[src/rtl/nbody_frame_engine.sv]
// nbody_frame_engine: once-per-frame N-body gravity integrator plus diamond sprite renderer.
// Optional macro NBODY_WRAP_EN: screen edges wrap instead of bouncing.
module nbody_frame_engine #(
   parameter int unsigned N_BODIES  = 3,
   parameter int unsigned COORD_W   = 10,
   parameter int unsigned VEL_W     = 8,
   parameter int unsigned NEAR_DIST = 40,
   parameter int unsigned FAR_DIST  = 300,
   parameter int unsigned VMAX      = 15,
   parameter int unsigned SPR_R     = 20,
   parameter int unsigned SPR_SUM   = 25,
   parameter int unsigned SCREEN_W  = 640,
   parameter int unsigned SCREEN_H  = 480,
   localparam int unsigned ID_W     = (N_BODIES > 1) ? $clog2(N_BODIES) : 1
) (
   input  logic               clk,
   input  logic               reset,
   input  logic               frame_tick,
   input  logic               pause,
   input  logic               load_en,
   input  logic [ID_W-1:0]    load_id,
   input  logic [COORD_W-1:0] load_x,
   input  logic [COORD_W-1:0] load_y,
   input  logic [VEL_W-1:0]   load_vx,
   input  logic [VEL_W-1:0]   load_vy,
   input  logic [COORD_W-1:0] pix_x,
   input  logic [COORD_W-1:0] pix_y,
   input  logic               video_active,
   output logic               busy,
   output logic               overrun,
   output logic               hit,
   output logic [ID_W-1:0]    hit_id,
   output logic [5:0]         rgb
);

   localparam logic signed [VEL_W:0]     VMAX_S  = (VEL_W+1)'(VMAX);
   localparam logic signed [COORD_W+1:0] EXT_X   = (COORD_W+2)'(SCREEN_W);
   localparam logic signed [COORD_W+1:0] EXT_Y   = (COORD_W+2)'(SCREEN_H);
   localparam logic [COORD_W+1:0]        NEAR_D  = (COORD_W+2)'(NEAR_DIST);
   localparam logic [COORD_W+1:0]        FAR_D   = (COORD_W+2)'(FAR_DIST);
   localparam logic [COORD_W:0]          SPR_R_U = (COORD_W+1)'(SPR_R);
   localparam logic [COORD_W+1:0]        SPR_S_U = (COORD_W+2)'(SPR_SUM);

   typedef enum logic [2:0] {S_IDLE, S_CLEAR, S_PAIR, S_INTEG, S_COMMIT} state_t;

   state_t                    state_q, state_d;
   logic                      pend_q, pend_d;
   logic [ID_W-1:0]           pi_q, pi_d, pj_q, pj_d, bi_q, bi_d;
   logic [COORD_W-1:0]        work_x_q  [N_BODIES], work_x_d  [N_BODIES];
   logic [COORD_W-1:0]        work_y_q  [N_BODIES], work_y_d  [N_BODIES];
   logic signed [VEL_W-1:0]   work_vx_q [N_BODIES], work_vx_d [N_BODIES];
   logic signed [VEL_W-1:0]   work_vy_q [N_BODIES], work_vy_d [N_BODIES];
   logic [COORD_W-1:0]        disp_x_q  [N_BODIES], disp_x_d  [N_BODIES];
   logic [COORD_W-1:0]        disp_y_q  [N_BODIES], disp_y_d  [N_BODIES];
   logic signed [VEL_W-1:0]   acc_x_q   [N_BODIES], acc_x_d   [N_BODIES];
   logic signed [VEL_W-1:0]   acc_y_q   [N_BODIES], acc_y_d   [N_BODIES];
   logic                      busy_q, busy_d, overrun_q, overrun_d;
   logic                      hit_q, hit_d;
   logic [ID_W-1:0]           hit_id_q, hit_id_d;
   logic [5:0]                rgb_q, rgb_d;

   logic                      tick_ok_c;
   logic [COORD_W+1:0]        pd_c;
   logic signed [VEL_W-1:0]   pf_c, psx_c, psy_c;
   logic                      hit_any_c;
   logic [ID_W-1:0]           hit_idx_c;

   function automatic logic [COORD_W:0] absdiff(input logic [COORD_W-1:0] a,
                                                input logic [COORD_W-1:0] b);
      return (a >= b) ? {1'b0, a - b} : {1'b0, b - a};
   endfunction

   function automatic logic covers(input logic [COORD_W-1:0] px, input logic [COORD_W-1:0] py,
                                   input logic [COORD_W-1:0] bx, input logic [COORD_W-1:0] by);
      logic [COORD_W:0] ax, ay;
      ax = absdiff(px, bx);
      ay = absdiff(py, by);
      return (ax < SPR_R_U) && (ay < SPR_R_U) && (({1'b0, ax} + {1'b0, ay}) < SPR_S_U);
   endfunction

   function automatic logic [5:0] palette(input logic [1:0] k);
      case (k)
         2'd0:    return 6'b11_10_01;
         2'd1:    return 6'b10_11_10;
         2'd2:    return 6'b01_01_11;
         default: return 6'b11_11_11;
      endcase
   endfunction

   // One axis of integration: returns {position, velocity}.
   function automatic logic [COORD_W+VEL_W-1:0] step_axis(
      input logic [COORD_W-1:0]        p,
      input logic signed [VEL_W-1:0]   v,
      input logic signed [VEL_W-1:0]   acc,
      input logic signed [COORD_W+1:0] ext);
      logic signed [COORD_W+1:0] pn;
      logic signed [VEL_W:0]     vs;
      logic signed [VEL_W-1:0]   vn, vo;
      logic [COORD_W-1:0]        po;
      pn = $signed({2'b00, p}) + $signed({{(COORD_W+2-VEL_W){v[VEL_W-1]}}, v});
      vs = $signed({v[VEL_W-1], v}) + $signed({acc[VEL_W-1], acc});
      if (vs > VMAX_S)       vn = VMAX_S[VEL_W-1:0];
      else if (vs < -VMAX_S) vn = VEL_W'(-VMAX_S);
      else                   vn = vs[VEL_W-1:0];
`ifdef NBODY_WRAP_EN
      vo = vn;
      if (pn[COORD_W+1])  po = COORD_W'(pn + ext);
      else if (pn >= ext) po = COORD_W'(pn - ext);
      else                po = pn[COORD_W-1:0];
`else
      if (pn[COORD_W+1]) begin
         po = '0;
         vo = -vn;
      end else if (pn >= ext) begin
         po = COORD_W'(ext - (COORD_W+2)'(1));
         vo = -vn;
      end else begin
         po = pn[COORD_W-1:0];
         vo = vn;
      end
`endif
      return {po, vo};
   endfunction

   assign tick_ok_c = frame_tick & ~pause;

   // Pair force: Manhattan distance banded into 2/1/0, signed per axis from body i toward j.
   always_comb begin
      pd_c  = {1'b0, absdiff(work_x_q[pj_q], work_x_q[pi_q])}
            + {1'b0, absdiff(work_y_q[pj_q], work_y_q[pi_q])};
      pf_c  = (pd_c < NEAR_D) ? VEL_W'(2) : (pd_c < FAR_D) ? VEL_W'(1) : '0;
      psx_c = '0;
      psy_c = '0;
      if (work_x_q[pj_q] > work_x_q[pi_q])      psx_c = pf_c;
      else if (work_x_q[pj_q] < work_x_q[pi_q]) psx_c = -pf_c;
      if (work_y_q[pj_q] > work_y_q[pi_q])      psy_c = pf_c;
      else if (work_y_q[pj_q] < work_y_q[pi_q]) psy_c = -pf_c;
   end

   always_comb begin
      state_d   = state_q;
      pend_d    = 1'b0;
      pi_d      = pi_q;
      pj_d      = pj_q;
      bi_d      = bi_q;
      work_x_d  = work_x_q;
      work_y_d  = work_y_q;
      work_vx_d = work_vx_q;
      work_vy_d = work_vy_q;
      disp_x_d  = disp_x_q;
      disp_y_d  = disp_y_q;
      acc_x_d   = acc_x_q;
      acc_y_d   = acc_y_q;
      overrun_d = tick_ok_c && (state_q != S_IDLE);
      case (state_q)
         S_IDLE: begin
            if (load_en && (32'(load_id) < N_BODIES)) begin
               work_x_d[load_id]  = load_x;
               work_y_d[load_id]  = load_y;
               work_vx_d[load_id] = $signed(load_vx);
               work_vy_d[load_id] = $signed(load_vy);
               disp_x_d[load_id]  = load_x;
               disp_y_d[load_id]  = load_y;
            end
            // A tick coinciding with a load is deferred one cycle so the frame sees the load.
            if (pend_q)         state_d = S_CLEAR;
            else if (tick_ok_c) begin
               if (load_en) pend_d  = 1'b1;
               else         state_d = S_CLEAR;
            end
         end
         S_CLEAR: begin
            for (int k = 0; k < N_BODIES; k++) begin
               acc_x_d[k] = '0;
               acc_y_d[k] = '0;
            end
            pi_d    = '0;
            pj_d    = ID_W'(1);
            state_d = S_PAIR;
         end
         S_PAIR: begin
            acc_x_d[pi_q] = acc_x_q[pi_q] + psx_c;
            acc_y_d[pi_q] = acc_y_q[pi_q] + psy_c;
            acc_x_d[pj_q] = acc_x_q[pj_q] - psx_c;
            acc_y_d[pj_q] = acc_y_q[pj_q] - psy_c;
            if (pj_q == ID_W'(N_BODIES - 1)) begin
               if (pi_q == ID_W'(N_BODIES - 2)) begin
                  bi_d    = '0;
                  state_d = S_INTEG;
               end else begin
                  pi_d = pi_q + ID_W'(1);
                  pj_d = pi_q + ID_W'(2);
               end
            end else begin
               pj_d = pj_q + ID_W'(1);
            end
         end
         S_INTEG: begin
            {work_x_d[bi_q], work_vx_d[bi_q]} =
               step_axis(work_x_q[bi_q], work_vx_q[bi_q], acc_x_q[bi_q], EXT_X);
            {work_y_d[bi_q], work_vy_d[bi_q]} =
               step_axis(work_y_q[bi_q], work_vy_q[bi_q], acc_y_q[bi_q], EXT_Y);
            if (bi_q == ID_W'(N_BODIES - 1)) state_d = S_COMMIT;
            else                             bi_d    = bi_q + ID_W'(1);
         end
         S_COMMIT: begin
            disp_x_d = work_x_q;
            disp_y_d = work_y_q;
            state_d  = S_IDLE;
         end
         default: state_d = S_IDLE;
      endcase
      busy_d = (state_d != S_IDLE);
   end

   // Renderer: lowest-index covering body wins, blanked outside the active video area.
   always_comb begin
      hit_any_c = 1'b0;
      hit_idx_c = '0;
      for (int k = 0; k < N_BODIES; k++) begin
         if (!hit_any_c && covers(pix_x, pix_y, disp_x_q[k], disp_y_q[k])) begin
            hit_any_c = 1'b1;
            hit_idx_c = ID_W'(k);
         end
      end
      hit_d    = video_active & hit_any_c;
      hit_id_d = hit_d ? hit_idx_c : '0;
      rgb_d    = hit_d ? palette(2'(hit_idx_c)) : '0;
   end

   always_ff @(posedge clk) begin
      if (reset) begin
         state_q   <= S_IDLE;
         pend_q    <= 1'b0;
         pi_q      <= '0;
         pj_q      <= '0;
         bi_q      <= '0;
         busy_q    <= 1'b0;
         overrun_q <= 1'b0;
         hit_q     <= 1'b0;
         hit_id_q  <= '0;
         rgb_q     <= '0;
         for (int i = 0; i < N_BODIES; i++) begin
            work_x_q[i]  <= COORD_W'((SCREEN_W / (N_BODIES + 1)) * (i + 1));
            work_y_q[i]  <= (i % 2 == 1) ? COORD_W'(SCREEN_H / 3) : COORD_W'(2 * SCREEN_H / 3);
            disp_x_q[i]  <= COORD_W'((SCREEN_W / (N_BODIES + 1)) * (i + 1));
            disp_y_q[i]  <= (i % 2 == 1) ? COORD_W'(SCREEN_H / 3) : COORD_W'(2 * SCREEN_H / 3);
            work_vx_q[i] <= '0;
            work_vy_q[i] <= '0;
            acc_x_q[i]   <= '0;
            acc_y_q[i]   <= '0;
         end
      end else begin
         state_q   <= state_d;
         pend_q    <= pend_d;
         pi_q      <= pi_d;
         pj_q      <= pj_d;
         bi_q      <= bi_d;
         busy_q    <= busy_d;
         overrun_q <= overrun_d;
         hit_q     <= hit_d;
         hit_id_q  <= hit_id_d;
         rgb_q     <= rgb_d;
         work_x_q  <= work_x_d;
         work_y_q  <= work_y_d;
         work_vx_q <= work_vx_d;
         work_vy_q <= work_vy_d;
         disp_x_q  <= disp_x_d;
         disp_y_q  <= disp_y_d;
         acc_x_q   <= acc_x_d;
         acc_y_q   <= acc_y_d;
      end
   end

   assign busy    = busy_q;
   assign overrun = overrun_q;
   assign hit     = hit_q;
   assign hit_id  = hit_id_q;
   assign rgb     = rgb_q;

endmodule

[config.mk]
export PLATFORM = sky130hd
export DESIGN_NAME = nbody_frame_engine
export DESIGN_NICKNAME = d
export VERILOG_FILES = /design/src/rtl/nbody_frame_engine.sv
export SDC_FILE = /design/constraint.sdc
export NUM_CORES = 1
export LEC_CHECK = 0
export CELL_PAD_IN_SITES_DETAIL_PLACEMENT = 1
export CELL_PAD_IN_SITES_GLOBAL_PLACEMENT = 2
export CORE_MARGIN = 10
export CORE_UTILIZATION = 39
export CTS_BUF_LIST = sky130_fd_sc_hd__clkbuf_2 sky130_fd_sc_hd__clkbuf_4 sky130_fd_sc_hd__clkbuf_8
export CTS_CLUSTER_DIAMETER = 100
export DETAILED_ROUTE_END_ITERATION = 6
export GPL_TIMING_DRIVEN = 0
export PLACE_DENSITY = 0.92
export SLEW_MARGIN = 20
export SYNTH_ARGS = -nofsm -noshare
export SYNTH_HDL_FRONTEND = slang
export SYNTH_SLANG_ARGS = --single-unit
[constraint.sdc]
create_clock -name clk -period 10 [get_ports clk]
set_clock_uncertainty 0.05 [all_clocks]
set_input_delay 1 -clock clk [delete_from_list [all_inputs] [get_ports clk]]
set_output_delay 1 -clock clk [all_outputs]
set_load 0.03 [all_outputs]
# [Word level (Yosys, flattened, before mapping)]
# Index checks and enable logic that the tools add are counted.
# Widths: inputs -> output; s select.
[totals] reg_bits=237 input_bits=64 out_inout_bits=11 word_cells=301
[classes] add_sub_neg=35 magnitude_cmp=38 eq_ne=15 n_mux=138 n_bitwise=10 reduce_logical=31
[ops] cell="$mux 8" n=36
[ops] cell="$mux 10" n=28
[ops] cell="$pmux 30 s2" n=4
[ops] cell="$bwmux 24" n=8
[ops] cell="$pmux 24 s2" n=4
[ops] cell="$bwmux 30" n=6
[ops] cell="$sub 10x10->10" n=16
[ops] cell="$bmux 8 s2" n=8
[ops] cell="$bmux 10 s2" n=6
[ops] cell="$mux 30" n=4
[ops] cell="$ge 10x10->1" n=8
[ops] cell="$demux 8 s2" n=4
[ops] cell="$lt 10x5->1 const B" n=6
[ops] cell="$mux 24" n=2
[ops] cell="$add 10x10->11" n=4
[ops] cell="$demux 10 s2" n=2
[ops] cell="$lt 11x5->1 const B" n=3
[ops] cell="$add 11x8->12" n=2
[ops] cell="$gt 10x10->1" n=2
[ops] cell="$lt 10x10->1" n=2
[ops] cell="$add 8x8->9" n=2
[ops] cell="$gt 9x5->1 const B" n=2
[ops] cell="$lt 9x5->1 const B" n=2
[ops] cell="$mux 2" n=9
[ops] cell="39 further kinds" n=97

# [Logic depth before layout (Yosys ltp)]
# Gate-level depths: netlist of run 1.
[depth] word_depth=17 depth_mapped=39 depth_no_buf=35

# [Least setup slack after synthesis of run 1]
# OpenSTA, ideal clock, no wires.
[synth_path] kind="reg2reg" start="reg pj_q[1]" end="reg acc_x_q[15] (netlist name)" setup_ps=122 t_arrival_ps=8286 t_required_ps=9828 setup_slack_ps=1542 stages_incl_launch_ff=37 synth_period_minus_slack_ps=8458 cell_sequence="dfxtp_1 clkbuf_1 clkbuf_1 buf_1 mux2i_1 nor2_1 a21oi_1 inv_1 fa_1 a21o_1 a21oi_1 o221a_2 o21ai_1 nor2_2 buf_2 mux2i_1 inv_1 a211o_1 a41o_1 a221oi_1 xnor2_1 ha_1 or3_1 a21oi_1 nor3b_1 a31oi_2 a31oi_4 inv_2 o21ai_0 inv_1 ha_1 a21oi_1 o21ai_1 a41o_1 o41ai_2 nor3_1 a221o_1"
[synth_between] elab_chain_cells=17 word_cells_on_any_way=38
[synth_lines] item="start: declaration" line="48" source="logic [ID_W-1:0] pi_q, pi_d, pj_q, pj_d, bi_q, bi_d;"
[synth_lines] item="start signal: assignment" line="257" source="pj_q <= pj_d;"
[synth_lines] item="$not 2->3 (implied by the code) *"
[synth_lines] item="$bmux 10 s2, on equally long branches"
[synth_lines] item="$mux 10, on equally long branches (2 in series)"
[synth_lines] item="$sub 10x10->10 / $ge 10x10->1 (equally long branches)" line="70" source="return (a >= b) ? {1'b0, a - b} : {1'b0, b - a};"
[synth_lines] item="$mux 10" line="70"
[synth_lines] item="$add 10x10->11" line="130" source="+ {1'b0, absdiff(work_y_q[pj_q], work_y_q[pi_q])};"
[synth_lines] item="$lt 11x9->1" line="131" source="pf_c = (pd_c < NEAR_D) ? VEL_W'(2) : (pd_c < FAR_D) ? VEL_W'(1) : '0;"
[synth_lines] item="$mux 1" line="131"
[synth_lines] item="$mux 2" line="131"
[synth_lines] item="$neg 2->8" line="135" source="else if (work_x_q[pj_q] < work_x_q[pi_q]) psx_c = -pf_c;"
[synth_lines] item="$mux 8" line="135"
[synth_lines] item="$mux 8" line="134" source="if (work_x_q[pj_q] > work_x_q[pi_q]) psx_c = pf_c;"
[synth_lines] item="$add 8x8->8" line="182" source="acc_x_d[pi_q] = acc_x_q[pi_q] + psx_c;"
[synth_lines] item="$bwmux 24" line="182"
[synth_lines] item="$bwmux 24 *" line="184" source="acc_x_d[pj_q] = acc_x_q[pj_q] - psx_c;"
[synth_lines] item="$pmux 24 s2 *" line="155" source="case (state_q)"
[synth_lines] item="end signal: indexed assignment" line="250" source="acc_x_q[i] <= '0;"
[synth_lines] item="end signal: assignment" line="270" source="acc_x_q <= acc_x_d;"
[synth_lines] item="end: declaration" line="55" source="logic signed [VEL_W-1:0] acc_x_q [N_BODIES], acc_x_d [N_BODIES];"
# Mark *: on every way between the ends. The rest lies on a longest branch, timed or not. The select of a mux whose other input is x is not followed.
# A chain may end at the register's enable or synchronous reset.

# [Final worst setup path of run 1]
[layout_path] start="reg pj_q[0]" end="reg acc_x_q[7] (netlist name)"
# The elaborated chain is that of the path after synthesis.

==> tab_implementation.tex, run 1 <==
\begin{tabular}{lr}
\hline
Metric & Value \\
\hline
\multicolumn{2}{l}{\textbf{Finish}} \\
\quad Filler Cells Inserted & 7645 \\
\quad FF/Latch Area & 4690 µm² \\
\quad Post-route cell area & 27000 µm² \\
\quad Fraction of layout instances using a drive strength above 1 & 0.0521 \\
\quad Post-layout util & 0.439 \\
\quad Multi-input gate area & 18000 µm² \\
\quad Total number of nets in the final design & 3678 \\
\quad Area delta synth->final & 11.7\% \\
\multicolumn{2}{l}{\textbf{Detailed routing}} \\
\quad Routed Wire Length & 112 mm \\
\quad First DRT Iteration DRCs & 2108 \\
\quad DRC Markers & 0 \\
\quad Total vias in the final route & 26100 \\
\quad Via count normalized by instance count & 6.21 \\
\quad Number of detailed-routing iterations run before antenna repair & 6 \\
\quad Post-DRT Antenna Nets & 0 \\
\quad Post-detailed-route wirelength per cell & 26.6 µm \\
\multicolumn{2}{l}{\textbf{STA}} \\
\quad Rel. slew slack & 0.229 \\
\quad Crit path time final & 9.40 ns \\
\quad Setup-failing EPs final & 0 \\
\quad Slew of the pin with the lowest slew margin & 1.16 ns \\
\quad Number of pins with negative max-slew slack in the final report & 0 \\
\quad Fraction of the cycle the final worst path needs & 0.940 \\
\quad Max Freq & 106 MHz \\
\quad Final-layout worst hold slack & 0.406 ns \\
\quad Fin. Hold Viols & 0 \\
\multicolumn{2}{l}{\textbf{Die}} \\
\quad Cell row count & 91 \\
\quad Initial Util & 0.393 \\
\quad I/O pin count & 75 \\
\quad Die Area & 72500 µm² \\
\quad DIE HEIGHT & 269 µm \\
\quad Horiz. Die Dim & 269 µm \\
\quad Total core area & 61600 µm² \\
\multicolumn{2}{l}{\textbf{Synth}} \\
\quad Cell count after synthesis & 3204 \\
\quad Number of enable-type register cells in the synthesized netlist & 0 \\
\quad Dominant synthesized flop cell & dfxtp\_1 \\
\quad Net count after synthesis & 3556 \\
\quad Register bit total from synthesis & 234 \\
\quad Sequential cell area fraction in the yosys report & 0.193 \\
\quad Library cells used by synthesis & 98 \\
\quad Yosys warnings & 0 \\
\quad Per-instance average area after synthesis & 7.56 µm² \\
\quad Fraction of synthesis flops using an asynchronous set or reset pin & 0 \\
\quad Post-synthesis instance area & 24200 µm² \\
\multicolumn{2}{l}{\textbf{Placed design}} \\
\quad Buffers on Ports & 74 \\
\quad Final RePlAce weighted congestion & 1.03 \\
\quad Cell Area, Placed & 26000 µm² \\
\quad Sum of net half-perimeters after detailed placement & 88.8 mm \\
\multicolumn{2}{l}{\textbf{Clock network}} \\
\quad Max Root-Sink Buffers & 3 \\
\quad Cell chosen for the clock root & clkbuf\_8 \\
\quad Maximum level of the CTS H-tree & 2 \\
\quad Count of hold-fix buffers inserted at cts & 0 \\
\quad TritonCTS clock tree & done \\
\quad Total CTS buffers & 46 \\
\quad Clock network latency to the later pin of the worst-skew pair & 0.66 ns \\
\quad Clock transition at path regs & 0.07 ns \\
\quad Clock sink count & 234 \\
\multicolumn{2}{l}{\textbf{Critical path}} \\
\quad Critical path data required time & 10.48 ns \\
\quad Critical-path maximum fanout & 10 \\
\quad Crit path launch & pj\_q[0]\$\_SDFFE\_PP0P\_ \\
\quad Critical path buffer and inverter count & 7 \\
\quad Worst path top cell family by delay & compound AO/OA/AOI/OAI gates \\
\quad CP max stage cell & buf\_1 \\
\quad CP Class & flip-flop to flip-flop \\
\quad Reg2Reg Launch Point & pj\_q[0]\$\_SDFFE\_PP0P\_ \\
\quad Startpoint kind of the worst setup timing path & flip-flop \\
\quad Worst Setup End Kind & flip-flop \\
\quad Crit-path max cell delay & 0.57 ns \\
\quad Arrival time at the worst endpoint & 9.89 ns \\
\multicolumn{2}{l}{\textbf{Global route}} \\
\quad Via count of the first global-routing pass & 27000 \\
\quad Overall overflow remaining after global route & 0 \\
\quad Global-route wire length before repair & 166 mm \\
\quad Pin count of the biggest net entering global routing & 13 \\
\quad Initial antenna violation count & 3 \\
\quad GRT Total Usage & 0.292 \\
\multicolumn{2}{l}{\textbf{Pwr}} \\
\quad Leak Pwr & 11.1 nW \\
\quad Cell area power density & 222 nW/µm² \\
\quad IR drop worst, VDD & 0.466 mV \\
\multicolumn{2}{l}{\textbf{Hold path}} \\
\quad Worst Min Path Start & pend\_q\$\_SDFF\_PP0\_ \\
\quad Hold crit path type & flip-flop to flip-flop \\
\multicolumn{2}{l}{\textbf{Outcome}} \\
\quad Result of the run & completed \\
\multicolumn{2}{l}{\textbf{Flow run}} \\
\quad Number of max-capacitance violations reported & 0 \\
\hline
\end{tabular}
kinds of logic (layout without fill, tap and decap cells):
kind of cell / Yosys count / in the layout / share of synthesized area
compound gates: 986 / 986 / 0.270
xor+xnor: 121 / 121 / 0.0444
fa+ha+maj: 294 / 294 / 0.160
buf+inv: 402 / 557 / 0.0635
flops: 234 / 234 / 0.193
mux: 199 / 199 / 0.0830
other cells: 0 / 1 / 0
simple gates: 968 / 968 / 0.186
routing by layer:
metal | share of wire | track usage
met5 | 0.00021 | 0
met4 | 0.070 | 0.184
met3 | 0.065 | 0.0416
met2 | 0.46 | 0.483
met1 | 0.41 | 0.354
per-stage QoR:
stage / TNS (ns) / setup WS [ns] / cells / total power [mW]
after CTS: 0 / 0.0311 / 4197 / 5.93
final: 0 / 0.598 / 4197 / 6.00
after global routing: -0.00239 / -0.00239 / 4197 / 6.41
after floorplan: 0 / 1.54 / 3204 / 3.81
after detailed placement: -9.84 / -0.568 / 4115 / 4.85
after global placement: -1.04 / -0.179 / 4115 / 4.67
power breakdown:
group          internal, mW  total, mW  switching (mW)
sequential            0.984       1.06          0.0809
combinational          1.47       3.87            2.40
clock                 0.577       1.06           0.488
final timing paths:
check / to / slack, ns / depth (start not counted)
min reg2reg: pend_q$_SDFF_PP0_ / 0.41 / 1
max: acc_x_q[7]$_SDFFE_PP0P_ / 0.60 / 34
min: pend_q$_SDFF_PP0_ / 0.41 / 1
max reg2reg: acc_x_q[7]$_SDFFE_PP0P_ / 0.60 / 34
registers in the layout (all words and copies together), names as in the netlist, 24 cells and up:
register   cells
acc_x_q       24
acc_y_q       24
disp_x_q      30
disp_y_q      30
work_vx_q     24
work_vy_q     24
work_x_q      30
work_y_q      30
cell usage after synthesis, drive strengths merged (35+ instances only):
master,instances,share of area
a21o,68,0.021
o21ai,182,0.038
a311oi,47,0.017
inv,226,0.035
xnor2,83,0.030
nand2,298,0.046
o22ai,69,0.018
dfxtp,234,0.19
nand3,92,0.019
clkbuf,144,0.022
xor2,38,0.014
mux2i,184,0.076
a211oi,85,0.027
nor2b,42,0.011
ha,261,0.13
nor3,58,0.012
and3,35,0.0090
nor2,293,0.046
a21oi,253,0.053
repair_timing:
action,4_1_cts,5_1_grt
setup buffers,1,0
setup endpoints to repair,31,36
pin swaps,1,0
gates resized for setup,8,27
layout by cell type, fill, tap and decap left out, drive strengths merged, types with 34 or more instances in the layout:
master | netlist | final
a211oi | 85 | 85
nand3 | 92 | 92
o21ai | 182 | 182
inv | 226 | 226
nor2b | 42 | 42
dfxtp | 234 | 234
a21o | 68 | 68
xor2 | 38 | 38
clkdlybuf4s50 | 0 | 74
ha | 261 | 261
a21oi | 253 | 253
nor3 | 58 | 58
o21bai | 34 | 34
xnor2 | 83 | 83
o22ai | 69 | 69
a311oi | 47 | 47
nand2 | 298 | 298
clkbuf | 144 | 220
and3 | 35 | 35
mux2i | 184 | 184
nor2 | 293 | 293
area by class of cell:
cell class,count,area share
Multi-Input combinational cell,2568,0.667
Sequential cell,234,0.173
Tap cell,837,0.0387
Clock buffer,73,0.0337
Inverter,226,0.0314
Timing Repair Buffer,75,0.0277
Buffer,175,0.0265
Clock inverter,8,0.00213
Antenna cell,1,0.0000925
(Power assumes the default switching activity.)
==> inputs of run 2 (changes only) <==
--- a/config.mk
+++ b/config.mk
@@ -5,6 +5,7 @@
 export SDC_FILE = /design/constraint.sdc
 export NUM_CORES = 1
 export LEC_CHECK = 0
+export CAP_MARGIN = 20
 export CELL_PAD_IN_SITES_DETAIL_PLACEMENT = 1
 export CELL_PAD_IN_SITES_GLOBAL_PLACEMENT = 2
 export CORE_MARGIN = 10
==> tab_implementation.tex, run 2 (synthesis gave the netlist of run 1 again) <==
\begin{tabular}{lr}
\hline
Metric & Value \\
\hline
\multicolumn{2}{l}{\textbf{Global route}} \\
\quad Initial antenna violation count & 3 \\
\quad Global-route wire length before repair & 166 mm \\
\quad Overall overflow remaining after global route & 0 \\
\quad Via count of the first global-routing pass & 27000 \\
\quad GRT Total Usage & 0.292 \\
\quad Pin count of the biggest net entering global routing & 13 \\
\multicolumn{2}{l}{\textbf{STA}} \\
\quad Fin. Hold Viols & 0 \\
\quad Final-layout worst hold slack & 0.402 ns \\
\quad Fraction of the cycle the final worst path needs & 0.939 \\
\quad Rel. slew slack & 0.206 \\
\quad Number of pins with negative max-slew slack in the final report & 0 \\
\quad Crit path time final & 9.39 ns \\
\quad Slew of the pin with the lowest slew margin & 1.19 ns \\
\quad Max Freq & 106 MHz \\
\quad Post-route setup slack & 0.606 ns \\
\quad Setup-failing EPs final & 0 \\
\multicolumn{2}{l}{\textbf{Critical path}} \\
\quad Worst r2r path cells & 37 \\
\quad Setup slack of the most critical reg-to-reg path & 0.61 ns \\
\quad R2R Path End & acc\_y\_q[20]\$\_SDFFE\_PP0P\_ \\
\quad CP max stage cell & fa\_1 \\
\quad CP Class & flip-flop to flip-flop \\
\quad Reg2Reg Launch Point & pi\_q[0]\$\_SDFFE\_PP0P\_ \\
\quad Startpoint kind of the worst setup timing path & flip-flop \\
\quad Arrival time at the worst endpoint & 9.89 ns \\
\quad Worst Setup End Kind & flip-flop \\
\quad Critical-path maximum fanout & 10 \\
\quad Critical path data required time & 10.49 ns \\
\quad Crit-path max cell delay & 0.48 ns \\
\quad CP most frequent cell & inv\_1 \\
\multicolumn{2}{l}{\textbf{Clock network}} \\
\quad Clock network latency to the later pin of the worst-skew pair & 0.65 ns \\
\quad Clock transition at path regs & 0.06 ns \\
\quad TritonCTS clock tree & done \\
\quad Max Root-Sink Buffers & 3 \\
\quad Total CTS buffers & 46 \\
\quad Cell chosen for the clock root & clkbuf\_8 \\
\quad Clock sink count & 234 \\
\quad Maximum level of the CTS H-tree & 2 \\
\multicolumn{2}{l}{\textbf{Die}} \\
\quad Horiz. Die Dim & 269 µm \\
\quad DIE HEIGHT & 269 µm \\
\quad I/O pin count & 75 \\
\quad Total core area & 61600 µm² \\
\quad Cell row count & 91 \\
\quad Die Area & 72500 µm² \\
\quad Initial Util & 0.393 \\
\multicolumn{2}{l}{\textbf{Finish}} \\
\quad Total number of nets in the final design & 3679 \\
\quad Filler Cells Inserted & 7644 \\
\quad Area delta synth->final & 11.7\% \\
\quad Post-layout util & 0.439 \\
\quad Fraction of layout instances using a drive strength above 1 & 0.0524 \\
\quad Post-route cell area & 27000 µm² \\
\quad Highest-count cells in the layout ignoring fill and taps & 297 x nand2\_1, 291 x nor2\_1, 261 x ha\_1 \\
\quad Leading cell type in the layout, fill and taps excluded & nand2\_1 \\
\multicolumn{2}{l}{\textbf{Placed design}} \\
\quad Cell Area, Placed & 26000 µm² \\
\quad Final RePlAce weighted congestion & 1.03 \\
\quad Sum of net half-perimeters after detailed placement & 88.8 mm \\
\quad Buffers on Ports & 74 \\
\quad Pre-CTS WS & -0.568 ns \\
\multicolumn{2}{l}{\textbf{Flow run}} \\
\quad Number of max-capacitance violations reported & 0 \\
\multicolumn{2}{l}{\textbf{Pwr}} \\
\quad Cell area power density & 222 nW/µm² \\
\quad IR drop worst, VDD & 0.483 mV \\
\quad Leak Pwr & 11.1 nW \\
\multicolumn{2}{l}{\textbf{Detailed routing}} \\
\quad Number of detailed-routing iterations run before antenna repair & 5 \\
\quad Post-DRT Antenna Nets & 0 \\
\quad Via count normalized by instance count & 6.21 \\
\quad DRC Markers & 0 \\
\quad Total vias in the final route & 26100 \\
\quad Post-detailed-route wirelength per cell & 26.6 µm \\
\quad First DRT Iteration DRCs & 2153 \\
\quad Routed Wire Length & 112 mm \\
\multicolumn{2}{l}{\textbf{Hold path}} \\
\quad Hold Path Sink & pend\_q\$\_SDFF\_PP0\_ \\
\quad Hold Path Stages & 1 \\
\quad Hold crit path type & flip-flop to flip-flop \\
\quad Worst Min Path Start & pend\_q\$\_SDFF\_PP0\_ \\
\multicolumn{2}{l}{\textbf{Outcome}} \\
\quad Result of the run & completed \\
\hline
\end{tabular}
run 2: cell count changes in the layout (fill, tap and decap cells not counted):
cell | before | now
clkbuf_2 | 13 | 14
run 2: critical path: cells and delay by family (launching register included):
kind / cells / cell delay (ns)
xor gates and xnor gates: 2 / 0.58
DFF: 1 / 0.33
muxes: 1 / 0.26
and+or+nand+nor: 4 / 1.13
adders and majority gates: 5 / 1.66
AOI/OAI and AO/OA: 15 / 3.36
buffers and inverters: 10 / 1.88
run 2: how the worst max path moves through the flow:
stage                          from                        to  slack [ns]  depth (start not counted)
3_3_place_gp   pj_q[1]$_SDFFE_PP0P_   acc_x_q[7]$_SDFFE_PP0P_       -0.18                         36
6_report       pi_q[0]$_SDFFE_PP0P_  acc_y_q[20]$_SDFFE_PP0P_        0.61                         37
4_1_cts        pj_q[1]$_SDFFE_PP0P_  acc_y_q[20]$_SDFFE_PP0P_        0.03                         36
5_1_grt        pi_q[0]$_SDFFE_PP0P_  acc_x_q[15]$_SDFFE_PP0P_      -0.002                         38
2_1_floorplan  pj_q[1]$_SDFFE_PP0P_  acc_x_q[15]$_SDFFE_PP0P_        1.54                         36
3_5_place_dp   pj_q[1]$_SDFFE_PP0P_   acc_x_q[7]$_SDFFE_PP0P_       -0.57                         36
run 2: area by class of cell:
| cell class | instances | area, µm² | area share |
|---|---|---|---|
| multi-input cells | 2568 | 18000 | 0.666 |
| flip-flops and latches | 234 | 4690 | 0.173 |
| well taps | 837 | 1050 | 0.0387 |
| clock buffers | 73 | 911 | 0.0337 |
| inverters | 226 | 848 | 0.0314 |
| repair buffers | 76 | 753 | 0.0278 |
| plain buffers | 175 | 716 | 0.0265 |
| clock inverters | 8 | 57.6 | 0.00213 |
| diodes | 1 | 2.50 | 0.0000925 |
run 2: what timing repair did:
| action | in CTS | in global routing |
|---|---|---|
| hold endpoints to repair | 0 | 0 |
| buffers inserted | 1 | 0 |
| setup endpoints to repair | 31 | 36 |
| pin swaps | 1 | 0 |
| hold buffers | 0 | 0 |
| resized for setup | 8 | 27 |
run 2: power breakdown:
part	internal, mW	total (mW)	switching, mW
sequential	0.984	1.06	0.0808
clock	0.577	1.06	0.487
combinational	1.47	3.88	2.41
total	3.03	6.01	2.98
run 2: through the flow:
stage                TNS, ns  instances  power [mW]
global route        -0.00239       4198        6.41
finish                     0       4198        6.01
detailed placement     -9.84       4115        4.85
CTS                        0       4197        5.93
global placement       -1.04       4115        4.67
floorplan                  0       3204        3.81
run 2: per-layer routing:
metal  global-route usage  up-vias  part of all wire
li1                     -    11900                 -
met1                0.354    12800              0.40
met2                0.483     1080              0.46
met3               0.0416      320             0.068
met4                0.184        4             0.070
met5                    0        -           0.00021
